File: src/rtl/seq_scan_pkg.sv
// Shared definitions for the serial scan controller: state encoding,
// parameter defaults and the counter-width helper.
package seq_scan_pkg;

    localparam int   WORD_W_DEF   = 8;
    localparam int   CNT_W_DEF    = 4;
    localparam int   DET_LAT_DEF  = 2;
    localparam logic IDLE_BIT_DEF = 1'b1;

    typedef enum logic [2:0] {
        ST_IDLE   = 3'd0,
        ST_CLEAR  = 3'd1,
        ST_SHIFT  = 3'd2,
        ST_DRAIN  = 3'd3,
        ST_REPORT = 3'd4
    } state_e;

    // Bits needed to hold 0..max_val; never narrower than one bit.
    function automatic int cnt_w(input int max_val);
        return (max_val < 1) ? 1 : $clog2(max_val + 1);
    endfunction

endpackage

File: src/rtl/seq_scan_ctrl_if.sv
// Word-in / result-out handshake bundle of the scan controller.
interface seq_scan_ctrl_if
    import seq_scan_pkg::*;
#(
    parameter int WORD_W = WORD_W_DEF,
    parameter int CNT_W  = CNT_W_DEF
);
    logic              in_valid;
    logic [WORD_W-1:0] in_data;
    logic              in_keep;
    logic              in_ready;
    logic              out_valid;
    logic [CNT_W-1:0]  out_count;
    logic              out_ready;

    modport master (
        output in_valid, in_data, in_keep, out_ready,
        input  in_ready, out_valid, out_count
    );

    modport slave (
        input  in_valid, in_data, in_keep, out_ready,
        output in_ready, out_valid, out_count
    );
endinterface

File: src/rtl/seq_scan_ctrl_sat_counter.sv
// Saturating up-counter with synchronous clear; clear wins over enable.
module sat_counter #(
    parameter int W = 4
) (
    input  logic         clk,
    input  logic         clr,
    input  logic         en,
    output logic [W-1:0] count
);
    logic [W-1:0] count_q;
    logic [W-1:0] count_d;

    always_comb begin
        // NOTE: default assigned first so every path drives count_d; no latch is inferred.
        count_d = count_q;
        if (clr) begin
            count_d = '0;
        end else if (en && (count_q != {W{1'b1}})) begin
            count_d = count_q + W'(1);
        end
    end

    // NOTE: sequential state uses <= so every flop samples pre-edge values.
    always_ff @(posedge clk) begin
        count_q <= count_d;
    end

    assign count = count_q;
endmodule

File: src/rtl/seq_scan_ctrl.sv
// Serialises a word MSB-first into an external detector, drains its latency
// and reports how many cycles the detector fired.
module seq_scan_ctrl
    import seq_scan_pkg::*;
#(
    parameter int   WORD_W   = WORD_W_DEF,
    parameter int   CNT_W    = CNT_W_DEF,
    parameter int   DET_LAT  = DET_LAT_DEF,
    parameter logic IDLE_BIT = IDLE_BIT_DEF
) (
    input  logic           clk,
    input  logic           reset,
    seq_scan_ctrl_if.slave bus,
    output logic           det_din,
    output logic           det_clear,
    input  logic           det_y,
    output logic           busy
);
    localparam int BIT_W = cnt_w(WORD_W - 1);
    localparam int DRN_W = cnt_w(DET_LAT - 1);
    localparam logic [BIT_W-1:0] BIT_LAST = BIT_W'(WORD_W - 1);
    localparam logic [DRN_W-1:0] DRN_LAST = DRN_W'(DET_LAT - 1);

    state_e            state_q, state_d;
    logic [WORD_W-1:0] sreg_q, sreg_d;
    logic [BIT_W-1:0]  bit_q, bit_d;
    logic [DRN_W-1:0]  drn_q, drn_d;

    logic             accept;
    logic             cnt_en;
    logic             cnt_clr;
    logic [CNT_W-1:0] count;
    logic             in_ready_c;
    logic             out_valid_c;
    logic             det_din_c;
    logic             det_clear_c;

    always_comb begin
        state_d     = state_q;
        sreg_d      = sreg_q;
        bit_d       = bit_q;
        drn_d       = drn_q;
        accept      = 1'b0;
        cnt_en      = 1'b0;
        in_ready_c  = 1'b0;
        out_valid_c = 1'b0;
        det_din_c   = IDLE_BIT;
        det_clear_c = 1'b0;

        unique case (state_q)
            ST_IDLE: begin
                in_ready_c = 1'b1;
                if (bus.in_valid) begin
                    accept  = 1'b1;
                    sreg_d  = bus.in_data;
                    bit_d   = '0;
                    state_d = bus.in_keep ? ST_SHIFT : ST_CLEAR;
                end
            end
            ST_CLEAR: begin
                det_clear_c = 1'b1;
                state_d     = ST_SHIFT;
            end
            ST_SHIFT: begin
                det_din_c = sreg_q[WORD_W-1];
                sreg_d    = sreg_q << 1;
                cnt_en    = det_y;
                if (bit_q == BIT_LAST) begin
                    drn_d   = '0;
                    state_d = (DET_LAT == 0) ? ST_REPORT : ST_DRAIN;
                end else begin
                    bit_d = bit_q + BIT_W'(1);
                end
            end
            ST_DRAIN: begin
                cnt_en = det_y;
                if (drn_q == DRN_LAST) begin
                    state_d = ST_REPORT;
                end else begin
                    drn_d = drn_q + DRN_W'(1);
                end
            end
            ST_REPORT: begin
                out_valid_c = 1'b1;
                if (bus.out_ready) state_d = ST_IDLE;
            end
            default: state_d = ST_IDLE;
        endcase

        // Reset overrides the outputs combinationally so they are safe before the first edge.
        if (reset) begin
            accept      = 1'b0;
            cnt_en      = 1'b0;
            in_ready_c  = 1'b0;
            out_valid_c = 1'b0;
            det_din_c   = IDLE_BIT;
            det_clear_c = 1'b1;
        end
    end

    always_ff @(posedge clk) begin
        if (reset) begin
            state_q <= ST_IDLE;
            // NOTE: the datapath registers are cleared too, so an aborted word leaves nothing behind.
            sreg_q  <= '0;
            bit_q   <= '0;
            drn_q   <= '0;
        end else begin
            state_q <= state_d;
            sreg_q  <= sreg_d;
            bit_q   <= bit_d;
            drn_q   <= drn_d;
        end
    end

    assign cnt_clr = reset || accept;

    sat_counter #(.W(CNT_W)) u_count (
        .clk   (clk),
        .clr   (cnt_clr),
        .en    (cnt_en),
        .count (count)
    );

    assign bus.in_ready  = in_ready_c;
    assign bus.out_valid = out_valid_c;
    assign bus.out_count = out_valid_c ? count : '0;
    assign det_din       = det_din_c;
    assign det_clear     = det_clear_c;
    assign busy          = (state_q != ST_IDLE) && !reset;
endmodule

File: src/flat_wrapper.sv
// flat-port wrapper written by rule: the top's interface ports become plain ports
module seq_scan_ctrl_flat import seq_scan_pkg::*;
#(
    parameter int   WORD_W   = WORD_W_DEF,
    parameter int   CNT_W    = CNT_W_DEF,
    parameter int   DET_LAT  = DET_LAT_DEF,
    parameter logic IDLE_BIT = IDLE_BIT_DEF
)
  (clk, reset, det_din, det_clear, det_y, busy, bus_in_valid, bus_in_data, bus_in_keep, bus_out_ready, bus_in_ready, bus_out_valid, bus_out_count);
  seq_scan_ctrl_if #(.WORD_W(WORD_W), .CNT_W(CNT_W)) bus_i ();
  input  logic clk;
  input  logic reset;
  output logic det_din;
  output logic det_clear;
  input  logic det_y;
  output logic busy;
  input wire logic [$bits(bus_i.in_valid)-1:0] bus_in_valid;
  input wire logic [$bits(bus_i.in_data)-1:0] bus_in_data;
  input wire logic [$bits(bus_i.in_keep)-1:0] bus_in_keep;
  input wire logic [$bits(bus_i.out_ready)-1:0] bus_out_ready;
  output wire logic [$bits(bus_i.in_ready)-1:0] bus_in_ready;
  output wire logic [$bits(bus_i.out_valid)-1:0] bus_out_valid;
  output wire logic [$bits(bus_i.out_count)-1:0] bus_out_count;
  assign bus_i.in_valid = bus_in_valid;
  assign bus_i.in_data = bus_in_data;
  assign bus_i.in_keep = bus_in_keep;
  assign bus_i.out_ready = bus_out_ready;
  assign bus_in_ready = bus_i.in_ready;
  assign bus_out_valid = bus_i.out_valid;
  assign bus_out_count = bus_i.out_count;
  seq_scan_ctrl #(.WORD_W(WORD_W), .CNT_W(CNT_W), .DET_LAT(DET_LAT), .IDLE_BIT(IDLE_BIT)) u_core (.clk(clk), .reset(reset), .bus(bus_i), .det_din(det_din), .det_clear(det_clear), .det_y(det_y), .busy(busy));
endmodule
File: config.mk
export PLATFORM = sky130hd
export DESIGN_NAME = seq_scan_ctrl_flat
export DESIGN_NICKNAME = d
export VERILOG_FILES = /design/src/rtl/seq_scan_pkg.sv /design/src/rtl/seq_scan_ctrl_if.sv /design/src/rtl/seq_scan_ctrl_sat_counter.sv /design/src/rtl/seq_scan_ctrl.sv /design/src/flat_wrapper.sv
export SDC_FILE = /design/constraint.sdc
export NUM_CORES = 1
export LEC_CHECK = 0
export CAP_MARGIN = 10
export CORE_ASPECT_RATIO = 0.75
export CORE_UTILIZATION = 41
export CTS_BUF_LIST = sky130_fd_sc_hd__clkbuf_4
export CTS_CLUSTER_SIZE = 20
export DETAILED_ROUTE_END_ITERATION = 16
export PLACE_DENSITY = 0.79
export SLEW_MARGIN = 40
export SYNTH_ARGS = -nofsm -noshare
export SYNTH_HDL_FRONTEND = slang
export SYNTH_HIERARCHICAL = 1
export SYNTH_SLANG_ARGS = --single-unit
File: constraint.sdc
create_clock -name clk -period 2.4 [get_ports clk]
set_input_delay 0.36 -clock clk [delete_from_list [all_inputs] [get_ports clk]]
set_output_delay 0.36 -clock clk [all_outputs]
set_load 0.01 [all_outputs]
== Yosys cells after proc, flatten, opt, wreduce, memory -nomap -nowiden ==
Index checks and enable logic that the tools add are counted.
Word-level totals
  register bits after elaboration: 19
  bits of input ports: 14
  output and inout port bits: 9
  logic and storage cells: 60
Cells by class
  add/sub/neg operators: 3
  eq/ne operators: 11
  mux-type cells: 28
  reductions and logical operators: 13
Operator list (count)
  two-way mux 3 bit: 6
  one-hot mux 8 bit (2 select lines): 1
  two-way mux 1 bit: 15
  one-hot mux 3 bit (5 select lines): 1
  two-way mux 8 bit: 1
  == test 3 x 2 -> 1 bit (second input constant): 2
  == test 3 bit (second input constant): 2
  inequality test 2 bit (second input constant): 3
  one-hot mux 3 bit (2 select lines): 1
  adder 4 x 1 -> 4 bit (second input constant): 1
  two-way mux 4 bit: 1
  inequality test 2 x 1 -> 1 bit (second input constant): 2
  inequality test 4 bit (second input constant): 1
  AND reduction 2 bit: 2
  AND reduction 4 bit: 1
  nonzero test 2 bit: 2
  adder 3 x 1 -> 3 bit (second input constant): 1
  == test 3 x 1 -> 1 bit (second input constant): 1
  logical NOT 3 bit: 1
  AND reduction 3 bit: 1
  nonzero test 3 bit: 1
  logical AND 1 bit: 2
  two-way mux 2 bit: 1
  one-hot mux 1 bit (2 select lines): 1
  4 further kinds: 4

== Longest topological paths before layout ==
Gate-level depths: netlist of run 1.
  depth after elaboration: 5
  depth in mapped cells: 6
  gate-level depth less buffers: 6

== Hierarchy ==
The synthesis of run 1 kept the hierarchy.
Modules (own cells, without submodules)
  seq_scan_ctrl: instances 1, cells each 95, area each 785.8 sq um, seq. area each 300.3 sq um
  sat_counter: instances 1, cells each 20, area each 209.0 sq um, seq. area each 80.1 sq um

== Least setup slack after synthesis of run 1 ==
No wires, ideal clock.
  kind: reg-to-output
  start point: register u_core.state_q[2]
  end point: output port det_din
  data arrival time: 1.275 ns
  data required time: 2.040 ns
  path slack: 0.765 ns
  stages on the path, launching flop included: 5
  path buffers: 2
  path through: dfxtp_1 > buf_6 > or3b_1 > buf_6 > or3_1
Between the ends
  cells in the longest elaborated chain, start to end: 3
RTL lines
  start: declaration: line seq_scan_ctrl.sv:24  | state_e state_q, state_d;
  start signal: assignment: line seq_scan_ctrl.sv:109  | state_q <= state_d;
  == test 3 x 2 -> 1 bit: line seq_scan_ctrl.sv:50  | unique case (state_q)
  two-way mux 1 bit: line seq_scan_ctrl.sv:50
  two-way mux 1 bit: line seq_scan_ctrl.sv:91  | if (reset) begin
  end: declaration: line flat_wrapper.sv:13  | output logic det_din;
Every way passes these cells.

== Worst setup path in the final report of run 1 ==
  start point: input port reset
  end point: output port bus_out_count[3]
Between the ends
  cells in the longest elaborated chain, start to end: 2
RTL lines
  start: declaration: line flat_wrapper.sv:12  | input logic reset;
  two-way mux 1 bit: line seq_scan_ctrl.sv:91
  two-way mux 4 bit: line seq_scan_ctrl.sv:127  | assign bus.out_count = out_valid_c ? count : '0;
  end: declaration: line flat_wrapper.sv:23  | output wire logic [$bits(bus_i.out_count)-1:0] bus_out_count;
Every way passes these cells.

==> results of run 1 <==
[cell families (layout without fill, tap and decap cells)]
family          after synthesis  count (layout)  share of synthesized area, %
simple gates                 60              60                          34.8
compound gates               21              21                          12.6
flops                        19              19                          38.2
mux                           6               6                          6.54
buf+inv                       6              29                          4.03
fa+ha+maj                     3               3                          3.77
[power by group through the flow]
stage | registers (mW) | clock network, mW | logic [mW]
floorplan | 0.360 | 0 | 0.119
detailed placement | 0.368 | 0 | 0.171
CTS | 0.361 | 0.182 | 0.173
global route | 0.367 | 0.199 | 0.193
global placement | 0.367 | 0 | 0.167
finish | 0.363 | 0.177 | 0.175
[sequential cells by signal, summed over array words and instances (netlist names)]
name	count
u_core/drn_q	1
u_core/bit_q	3
u_core/u_count/count	4
u_core/state_q	3
u_core/sreg_q	8
[worst max-delay path: stages]
cell and delay [ps]:
clkdlybuf4s50_1 510, nor4b_4 310, and2_1 170, clkdlybuf4s50_1 530
[cell type report]
type                    count  area [µm²]
flip-flops and latches     19         385
clock buffers               4        30.0
repair buffers             25         245
fillers                   216        1000
multi-input cells          90         583
well taps                  34        42.5
[routing by layer]
| layer | vias up | share of wire, % |
|---|---|---|
| li1 | 463 | - |
| met1 | 410 | 47 |
| met2 | 26 | 46 |
| met3 | 2 | 6.0 |
| met4 | 0 | 0.55 |
| met5 | - | 0 |
[Yosys cell counts, types with 2 or more instances]
master / count / area [µm²]
buf_6: 2 / 22.5
buf_2: 2 / 10.0
nand3_1: 6 / 30.0
mux2i_1: 5 / 50.1
nand2_1: 4 / 15.0
dfxtp_1: 19 / 380
nor2b_1: 3 / 18.8
ha_1: 3 / 37.5
nor3_1: 8 / 40.0
nand4_1: 3 / 18.8
o21ai_0: 2 / 10.0
nor2_1: 14 / 52.6
nand2b_1: 5 / 31.3
clkbuf_1: 2 / 7.51
o22ai_1: 6 / 37.5
and2_1: 5 / 31.3
a21oi_1: 8 / 40.0
[stage by stage]
step	cells	worst slack [ps]	power [mW]	hold slack, ps	utilization [%]
2_1_floorplan	115	765	0.478	436	-
3_3_place_gp	168	172	0.534	442	54.2
3_5_place_dp	168	108	0.539	458	54.2
4_1_cts	172	11.9	0.716	473	55.5
5_1_grt	172	51.5	0.759	503	56.2
6_report	172	166	0.715	479	56.2
[worst max path at each step]
stage                       from               end  slack (ps)  depth (start not counted)
6_report                   reset  bus_out_count[3]         170                          4
4_1_cts        u_core/state_q[0]           det_din          10                          3
3_5_place_dp               reset  bus_out_count[3]         110                          4
5_1_grt                    reset  bus_out_count[0]          50                          4
3_3_place_gp               reset  bus_out_count[1]         170                          4
2_1_floorplan  u_core/state_q[2]           det_din         760                          4
[layout by cell type, fill, tap and decap left out, types with 2 or more instances in the layout]
master,n
nor3_1,8
clkbuf_4,4
nand2_1,4
ha_1,3
nand2b_1,5
and2_1,5
mux2i_1,5
a21oi_1,8
clkdlybuf4s50_1,21
nor2_1,14
dfxtp_1,17
o22ai_1,6
o21ai_0,2
nand3_1,6
nand4_1,3
nor2b_1,3
buf_4,3
[what timing repair did]
action                                  4_1_cts  5_1_grt
endpoints found under the setup margin        0        5
gates resized for setup                       0        5
hold buffers                                  0        0
==> impl_metrics.tcl, run 1 <==
set metrics [dict create \
    numCtsBuffers 3 \
    r2r_slack_ps 540 \
    core_area_um2 2290 \
    ys_types 35 \
    ant_nets 0 \
    track_usage_pct 18.3 \
    grt.overflow.total 0 \
    status "completed" \
    num_vias 901 \
    drtPass1Iterations 4 \
    die_x_um 58.9 \
    grt_pass1_wl_um 3570 \
    cts_setup_buffers 0 \
    drt-initial-drc-count 30 \
    rr_worst_depth 6 \
    num_io_pins 23 \
    nNetsFinal 156 \
    r2r-start "u_core/state_q[1]" \
    tns_ps 0 \
    worstMarginPinSlew_ps 463 \
    ys_seq_area_share_pct 38.2 \
    htree_levels 1 \
    clock_latency_ps 300 \
    path_class "input port to primary output" \
    port_buffers 22 \
    p_seq_share_pct 50.7 \
    holdPathEnd "u_core/bit_q[2]" \
    crit_path_max_fanout 5 \
    synth.avg_cell_area_um2 8.65 \
    cp.arrival_ps 1870 \
    rsz0062_at_grt "no" \
    max_freq_mhz 448 \
    worstHoldStart "u_core/bit_q[2]" \
    die-area_um2 2630 \
    async_flop_share_pct 0 \
    p_int_uw 504 \
    cts-root-buf "clkbuf_4" \
    wirelength_um 2200 \
    finalMaxSlewViolations 0 \
    drc 0 \
    clockBufferDepth 2 \
    met2_usage_pct 30.0 \
    powerDensity_nw_per_um2 556 \
    hpwl_um 1530 \
    first_global_vias 828 \
    p_sw_uw 210 \
    hold_depth 2 \
    switching_share_pct 29.4 \
    syn-num-nets 132 \
    hold_violations 0 \
    vdd_drop_max_mv 0.351 \
    skew_ps 7.77 \
    hp-class "flip-flop to flip-flop" \
    reg2reg_to "u_core/u_count/count[0]" \
    fin_area_um2 1290 \
    ys_warn_count 6 \
    finalSetupViolCount 0 \
    grt_max_degree 19 \
    p_clk_share_pct 24.8 \
    placed_cell_area_um2 1240 \
    gp_congestion 0.782 \
    slew_headroom_pct 68.9 \
    power_leakage_nw 0.480 \
    fin_crit_ps 2230 \
    combPwrFrac_pct 24.4 \
    cts_tree "yes" \
    start_util_pct 43.4 \
    start_kind "input port" \
    period_share_pct 93.1 \
    cp.required_ps 2040 \
    ys.flop_type "dfxtp_1" \
    cp-end-kind "primary output" \
    antenna_found_initial 0 \
    syn_area_um2 995 \
    use_met3_pct 6.14 \
    synth_cells 115 \
    cts_sinks 19 \
    diodes 0 \
    vias_per_cell 5.24 \
    std_cell_rows 15 \
    yosys_register_bits 19 \
    synth-edff-count 0 \
    path_clk_slew_ps 100 \
    grt_use_met1_pct 23.8 \
    drive_gt1_share_pct 10.9 \
    wl_per_cell_um 12.8 \
    grt-busiest-layer "met2" \
    die_h_um 44.7 \
    cap_viol_max_count 0 \
    area_growth_pct 29.3 \
]
No activity file was read; power rests on OpenSTA's default activity.
==> run 2, diff against run 1 <==
--- a/config.mk
+++ b/config.mk
@@ -9,6 +9,7 @@
 export CORE_ASPECT_RATIO = 0.75
 export CORE_UTILIZATION = 41
 export CTS_BUF_LIST = sky130_fd_sc_hd__clkbuf_4
+export CTS_CLUSTER_DIAMETER = 120
 export CTS_CLUSTER_SIZE = 20
 export DETAILED_ROUTE_END_ITERATION = 16
 export PLACE_DENSITY = 0.79
==> results of run 2 <==
Same layout as run 1: the final DEF is identical, and so are final timing and power.
==> run 3, diff against run 2 <==
--- a/config.mk
+++ b/config.mk
@@ -5,14 +5,17 @@
 export SDC_FILE = /design/constraint.sdc
 export NUM_CORES = 1
 export LEC_CHECK = 0
+export ABC_AREA = 1
 export CAP_MARGIN = 10
+export CELL_PAD_IN_SITES_DETAIL_PLACEMENT = 0
+export CELL_PAD_IN_SITES_GLOBAL_PLACEMENT = 1
 export CORE_ASPECT_RATIO = 0.75
-export CORE_UTILIZATION = 41
+export CORE_UTILIZATION = 38
 export CTS_BUF_LIST = sky130_fd_sc_hd__clkbuf_4
 export CTS_CLUSTER_DIAMETER = 120
 export CTS_CLUSTER_SIZE = 20
 export DETAILED_ROUTE_END_ITERATION = 16
-export PLACE_DENSITY = 0.79
+export PLACE_DENSITY = 0.85
 export SLEW_MARGIN = 40
 export SYNTH_ARGS = -nofsm -noshare
 export SYNTH_HDL_FRONTEND = slang
==> impl_metrics.tcl, run 3 <==
set metrics [dict create \
    cpPeakStageDelay_ps 540 \
    die_h_um 47.2 \
    clockBufferDepth 2 \
    numCtsBuffers 3 \
    multi_input_area_um2 571 \
    synth_mux_area_share_pct 0 \
    clock_latency_ps 300 \
    num-fill-cells 245 \
    gp_congestion 0.810 \
    combPwrFrac_pct 47.5 \
    status "completed" \
    reg2reg_to "u_core/state_q[1]" \
    r2r_slack_ps 960 \
    wirelength_um 2410 \
    p_clk_share_pct 13.2 \
    rsz0062_at_grt "no" \
    tns_ps 0 \
    drc 0 \
    synth_area_leaders "dfxtp_1 (37%), nor2_1 (17%), nand2_1 (9.4%), o21ai_0 (6.3%), inv_1 (6.2%)" \
    synth_cells 162 \
    cts_setup_buffers 0 \
    hold_depth 2 \
    vdd_drop_max_mv 0.644 \
    power_leakage_nw 0.589 \
    antenna_found_initial 0 \
    r2r-start "u_core/state_q[0]" \
    cts_hold_buf 0 \
    period_share_pct 90.8 \
    synthXorXnorAreaFrac_pct 0 \
    hp-class "flip-flop to flip-flop" \
    ys_top_cells_by_count "nor2_1 (46), nand2_1 (26), dfxtp_1 (19)" \
    largest_register "u_core/sreg_q" \
    synth_top_area_share_pct 36.7 \
    cp_common_cell "clkdlybuf4s50_1" \
    grt_max_degree 13 \
    area_growth_pct 29.8 \
    seqCellArea_um2 380 \
    synth_compound_area_share_pct 9.42 \
    ant_nets 0 \
    grt_pass1_wl_um 4180 \
    nNetsFinal 207 \
    syn-num-nets 179 \
    drtPass1Iterations 4 \
    async_flop_share_pct 0 \
    ys.flop_type "dfxtp_1" \
    syn_area_um2 1040 \
    worstHoldStart "u_core/sreg_q[0]" \
    synth_simple_gate_area_share_pct 41.5 \
    yosysMostFrequentCell "nor2_1" \
    die-area_um2 2940 \
    finalMaxSlewViolations 0 \
    start_util_pct 42.5 \
    hold_violations 0 \
    cts_resized 0 \
    hpwl_um 1870 \
    first_global_vias 945 \
    ys_seq_area_share_pct 36.7 \
    cts_sinks 19 \
    worstMarginPinSlew_ps 296 \
    powerDensity_nw_per_um2 966 \
    crit_path_start "reset" \
    placed_cell_area_um2 1310 \
    slew_headroom_pct 80.2 \
    ys_warn_count 6 \
    cp-end-kind "primary output" \
    p_int_uw 730 \
    cts-root-buf "clkbuf_4" \
    crit_path_max_fanout 5 \
    crit_slowest_cell "clkdlybuf4s50_1" \
    path_clk_slew_ps 120 \
    drt-initial-drc-count 33 \
    holdPathEnd "u_core/sreg_q[0]" \
    skew_ps 2.00 \
    cap_viol_max_count 0 \
    port_buffers 22 \
    grt.overflow.total 0 \
    ys_types 18 \
    path_class "input port to primary output" \
    diodes 0 \
    synth-edff-count 0 \
    p_seq_share_pct 39.3 \
    start_kind "input port" \
    track_usage_pct 18.5 \
    switching_share_pct 43.8 \
    synth_area_leader_cell "dfxtp_1" \
    cp.arrival_ps 1820 \
    max_freq_mhz 459 \
    totalPowerFinal_mw 1.30 \
    worstPathCellList "clkdlybuf4s50_1 -> nor3_2 -> inv_1 -> nor2_1 -> clkdlybuf4s50_1" \
    num_vias 1053 \
    yosys_register_bits 19 \
    synth_top_family_by_area "simple AND/OR/NAND/NOR gates" \
    fin_area_um2 1350 \
    num_io_pins 23 \
    cp.required_ps 2040 \
    wl_per_cell_um 10.8 \
    fin_crit_ps 2180 \
    finalSetupViolCount 0 \
    drive_gt1_share_pct 11.1 \
    synth-adder-area-share_pct 3.62 \
    core_area_um2 2440 \
    largest_reg_flops 8 \
    cts_tree "yes" \
    rr_worst_depth 8 \
    die_x_um 62.3 \
    synth.avg_cell_area_um2 6.40 \
    layout_common_cells "nor2_1 (46), nand2_1 (26), clkdlybuf4s50_1 (22)" \
    std_cell_rows 15 \
    htree_levels 1 \
    p_sw_uw 568 \
    final_common_cell "nor2_1" \
    vias_per_cell 4.72 \
]
run 3: kinds of logic (layout without fill, tap and decap cells):
family / Yosys count / in the layout
and+or+nand+nor: 98 / 98
buffers and inverters: 23 / 50
AOI/OAI and AO/OA: 19 / 19
DFF: 19 / 19
adders and majority gates: 3 / 3
run 3: stage by stage:
stage,hold slack [ps],setup slack (ps),utilization (%),instances
after floorplan,429,888,-,162
after global placement,446,184,53.7,219
after detailed placement,453,143,53.7,219
after CTS,470,146,54.9,223
after global routing,495,76.2,55.1,223
final,468,220,55.1,223
run 3: worst max path at each step:
stage	to	depth (start not counted)
after floorplan	bus_out_count[0]	4
after global placement	bus_out_count[0]	5
after detailed placement	bus_out_count[1]	5
after CTS	bus_out_count[1]	5
after global routing	bus_out_count[3]	5
final	bus_out_count[1]	5
run 3: routing by layer:
metal / up-vias / share of wire (%) / global-route usage [%] / wire, µm
met2: 24 / 40 / 30.3 / 967
met1: 461 / 51 / 24.8 / 1230
met3: 2 / 7.9 / 5.34 / 190
met4: 0 / 0.58 / 4.19 / 14
li1: 566 / - / - / -
met5: - / 0 / 0 / 0
run 3: area by class of cell:
cell class | instances | share of cell area (%)
Clock buffer | 3 | 1.67
Clock inverter | 1 | 0.558
Inverter | 21 | 5.86
Multi-Input combinational cell | 120 | 42.4
Sequential cell | 19 | 28.3
Tap cell | 34 | 3.16
Timing Repair Buffer | 25 | 18.0
run 3: power by group through the flow:
stage / sequential [mW] / combinational [mW] / clock, mW
finish: 0.510 / 0.617 / 0.172
global route: 0.527 / 0.712 / 0.196
CTS: 0.510 / 0.616 / 0.183
detailed placement: 0.517 / 0.611 / 0
global placement: 0.515 / 0.599 / 0
floorplan: 0.497 / 0.450 / 0
run 3: worst max-delay path, delay by kind of cell:
family	cells	cell delay (ps)
buf+inv	3	1140
simple gates	2	310
==> RTL change 1, RTL diff (flow settings as in run 1) <==
Set the package constant `WORD_W_DEF` to 10 (it was 8).
--- a/src/rtl/seq_scan_pkg.sv
+++ b/src/rtl/seq_scan_pkg.sv
@@ -2,7 +2,7 @@
 // parameter defaults and the counter-width helper.
 package seq_scan_pkg;
 
-    localparam int   WORD_W_DEF   = 8;
+    localparam int   WORD_W_DEF   = 10;
     localparam int   CNT_W_DEF    = 4;
     localparam int   DET_LAT_DEF  = 2;
     localparam logic IDLE_BIT_DEF = 1'b1;
Ports: changed (resized bus_in_data); port bits go from 23 to 25. No check against the original RTL was run, so the function may have changed too.
==> RTL change 1 against run 1 <==
Area after synthesis grew 24%; combinational power up 47%; wire length increased by 40%; global-route usage rose by 2.2 points; worst setup slack got worse by 0.052 ns; power grew 18%; final area rose by 23%; sequential cell count is 3 higher; core utilization is 1.9 points higher; critical path depth is the same; clock power down 6%.
==> RTL change 1: results (changes against run 1) <==
metric,value,unit,change
proportion of synthesized area in mux cells,2.837,%,-3.7 points
top sig layer,met4,,
Syn Area/Cell,8.458,sq um,-2.2%
WL met1,1.357,mm,+31%
distinct cell type count after synthesis,45,,+29%
Worst-path clk slew,0.12,ns,+0.02 ns
Hold WS,0.4828,ns,+0.003661 ns
Setup Skew,0.007188,ns,-0.0005801 ns
dpl cells,205,,+22%
Setup Slack @ Placement,0.1649,ns,+0.05648 ns
"Design Area, Final",1580,sq um,+23%
status,"finished, final reports clean",,
Max rail drop VDD,0.0002861,V,-19%
sw frac,30.76,%,+1.3 points
routability congestion estimate,0.7289,,-6.8%
startpoint of the worst hold path,u_core/sreg_q[9],,
M2 GR Usage,35.40,%,+5.4 points
met3 WL,132,microns,-0.75%
PortBufs,24,,+9.1%
Iter 0 DRT Violations,49,,+63%
Synth area leaders,"dfxtp_1, a221oi_1, a22o_1, nor2_1, inv_1",,
Synth Area in Adders,3.040,%,-0.73 points
DR WL/cell,14.79,microns,+16%
placed inst area,1549,sq um,+25%
Commonest cells post-synth,"dfxtp_1, nor2_1, inv_1",,
max reg flops,10,,+2
Worst-Margin Slew,0.3874,ns,-0.07540 ns
number of fill cells,254,,+18%
vias,1189,,+32%
syn nets,165,,+25%
DP HPWL,2.284,mm,+50%
Leak,0.5811,nW,+21%
Overall Global Routing Usage,20.58,%,+2.2 points
post-synthesis sequential area ratio,35.66,%,-2.6 points
GR Util met1,26.67,%,+2.9 points
Vias/cell,5.716,,+9.1%
R2R Setup Slk,0.83,ns,+0.29 ns
[RTL change 1: cell types whose count changed in the layout (fill, tap and decap cells not counted), moves of 5 or more]
cell             run 1  this run
a22o_1               0         7
a221oi_1             0         9
buf_4                3        11
inv_1                0        11
o22ai_1              6         1
dfxtp_1             17        22
[RTL change 1: logic make-up (layout without fill, tap and decap cells)]
kind of cell / count (synthesis) / after routing
multiplexers: 3 / 3
flip-flops: 22 / 22
AND/OR/NAND/NOR: 53 / 53
AO/OA/AOI/OAI: 41 / 41
adder cells (fa/ha/maj): 3 / 3
buffers and inverters: 24 / 50
[RTL change 1: layout make-up]
| cell class | count | share of cell area, % |
|---|---|---|
| Clock buffer | 3 | 1.425 |
| Tap cell | 36 | 2.850 |
| Timing Repair Buffer | 35 | 20.43 |
| Sequential cell | 22 | 27.87 |
| Inverter | 12 | 2.850 |
| Multi-Input combinational cell | 100 | 44.58 |
[RTL change 1: how the worst max path moves through the flow]
stage | end | start | cells after the start | slack (ns)
3_3_place_gp | det_din | reset | 3 | 0.18
2_1_floorplan | u_core/u_count/count[0] | u_core/state_q[1] | 5 | 0.77
3_5_place_dp | bus_out_count[2] | reset | 4 | 0.16
4_1_cts | bus_out_count[1] | u_core/state_q[2] | 4 | 0.06
6_report | bus_out_count[1] | u_core/state_q[2] | 4 | 0.11
5_1_grt | bus_out_count[2] | u_core/state_q[2] | 4 | 0.01
[RTL change 1: power groups by stage]
| stage | Combinational [mW] | Clock [mW] | Sequential [mW] |
|---|---|---|---|
| 2_1_floorplan | 0.166 | 0 | 0.418 |
| 3_3_place_gp | 0.243 | 0 | 0.423 |
| 3_5_place_dp | 0.253 | 0 | 0.424 |
| 4_1_cts | 0.255 | 0.176 | 0.416 |
| 5_1_grt | 0.285 | 0.187 | 0.420 |
| 6_report | 0.258 | 0.166 | 0.416 |
==> RTL change 2, RTL diff (settings of run 1) <==
Made on the original files. Re-encode `state_e` (5 states) as one-hot, 5 bits wide.
--- a/src/rtl/seq_scan_pkg.sv
+++ b/src/rtl/seq_scan_pkg.sv
@@ -7,12 +7,12 @@
     localparam int   DET_LAT_DEF  = 2;
     localparam logic IDLE_BIT_DEF = 1'b1;
 
-    typedef enum logic [2:0] {
-        ST_IDLE   = 3'd0,
-        ST_CLEAR  = 3'd1,
-        ST_SHIFT  = 3'd2,
-        ST_DRAIN  = 3'd3,
-        ST_REPORT = 3'd4
+    typedef enum logic [4:0] {
+        ST_IDLE   = 5'b00001,
+        ST_CLEAR  = 5'b00010,
+        ST_SHIFT  = 5'b00100,
+        ST_DRAIN  = 5'b01000,
+        ST_REPORT = 5'b10000
     } state_e;
 
     // Bits needed to hold 0..max_val; never narrower than one bit.
Function: no difference found for any inputs over 10 cycles, from zero or initial values and one cycle with reset high; not proved beyond that.
==> RTL change 2 against run 1 <==
Sequential cell count increased by 2; die area increased by 23%; area after synthesis increased by 24%; critical path depth unchanged; wire length increased by 39%; first-iteration DRC count increased by 17%; clock skew decreased by 0.00069 ns; via count increased by 35%; power increased by 2.0%; worst setup slack got worse by 0.073 ns; final area increased by 24%; critical path type is now reg2out; largest power group unchanged.
==> RTL change 2: results (changes against run 1) <==
metric,value,unit,change
FF-to-FF Start,u_core/state_q[3],,
status,"finished, final reports clean",,
DP HPWL,2.179,mm,+43%
CP arrival,1.95,ns,+0.08 ns
dpl cells,205,,+22%
Overall Global Routing Usage,20.12,%,+1.8 points
vias,1214,,+35%
placed inst area,1546,sq um,+25%
first-pass GRT wire length,5.092,mm,+42%
Int Power,0.5246,mW,+4.0%
Iter 0 DRT Violations,35,,+17%
hold endpoint,u_core/bit_q[0],,
Setup Skew,0.007082,ns,-0.0006856 ns
routability congestion estimate,0.7969,,+1.9%
Vias/cell,5.809,,+11%
distinct cell type count after synthesis,49,,+40%
Setup Slack @ Placement,-0.08300,ns,-0.1914 ns
CP max FO,2,,-3
Leak,0.5868,nW,+22%
storage element area,421.7,sq um,+9.4%
startpoint of the worst hold path,u_core/bit_q[0],,
Crit-path slowest cell,or4b_1,,
WL final,3.065,mm,+39%
final net count,191,,+22%
Commonest cells post-synth,"dfxtp_1, clkbuf_1, nor3_1",,
number of fill cells,242,,+12%
sw frac,28.01,%,-1.4 points
syn nets,164,,+24%
post-synthesis sequential area ratio,33.97,%,-4.3 points
warning count from the yosys run,6,,unchanged
Hold WS,0.4962,ns,+0.01702 ns
crit path time final,2.307,ns,+0.07313 ns
Cells after Synth,147,,+28%
Synth area leaders,"dfxtp_1, a311oi_1, nor3_1, o21ai_0, clkbuf_1",,
Bufs on Longest Clock Path,2,,unchanged
largest net degree at the start of global routing,23,,+4
R2R Setup Slk,0.22,ns,-0.32 ns
layout cells sized above 1,16.18,%,+5.3 points
H-tree depth,1,,unchanged
Slew Limit Headroom,70.36,%,+1.5 points
Max rail drop VDD,0.0003624,V,+3.2%
combinational fraction of design power,22.4,%,-2.0 points
Clk network pwr share,26.0,%,+1.2 points
## RTL change 2: changes by cell type in the layout (fill, tap and decap cells not counted), sizes merged, moves of 3 or more
cell	change
o21ai	+8
nor3	+3
inv	+5
mux2i	-4
clkdlybuf4s50	-5
nor2	-12
dlygate4sd2	+5
buf	+11
o22ai	-5
or3	+3
a311oi	+6
## RTL change 2: critical path, delay by kind of cell, from the launching register on
| family | cells | cell delay (ns) |
|---|---|---|
| buffers and inverters | 1 | 0.24 |
| and+or+nand+nor | 3 | 1.07 |
| DFF | 1 | 0.33 |
## RTL change 2: per-layer routing
metal	routed length (microns)	vias up	global-route usage, %
met2	1409	27	30.41
met1	1488	578	27.44
met5	0	-	0
met4	21	0	5.797
li1	-	606	-
met3	146	3	6.019
## RTL change 2: repair_timing
| item | CTS | global route |
|---|---|---|
| setup buffers | 0 | 0 |
| endpoints found under the setup margin | 7 | 3 |
| gates resized for setup | 8 | 3 |
## RTL change 2: how the worst max path moves through the flow
stage / from / to / depth (start not counted)
2_1_floorplan: u_core/state_q[3] / u_core/u_count/count[0] / 7
3_3_place_gp: reset / bus_out_count[1] / 6
3_5_place_dp: reset / bus_out_count[0] / 6
4_1_cts: u_core/state_q[0] / bus_out_valid / 5
5_1_grt: u_core/state_q[0] / bus_out_valid / 5
6_report: u_core/state_q[3] / det_din / 4
## RTL change 2: layout make-up
cell class,count,share of cell area [%]
inverter,5,1.181
timing repair buffer,36,20.08
clock buffer,4,1.890
multi-input combinational,107,47.48
tap,36,2.835
sequential,21,26.54
## RTL change 2: logic make-up after synthesis
logic type	after synthesis	synth area share, %
buf+inv	19	6.471
mux	2	2.022
fa+ha+maj	3	3.034
simple gates	58	29.63
compound gates	43	24.17
xor+xnor	1	0.7079
flops	21	33.97
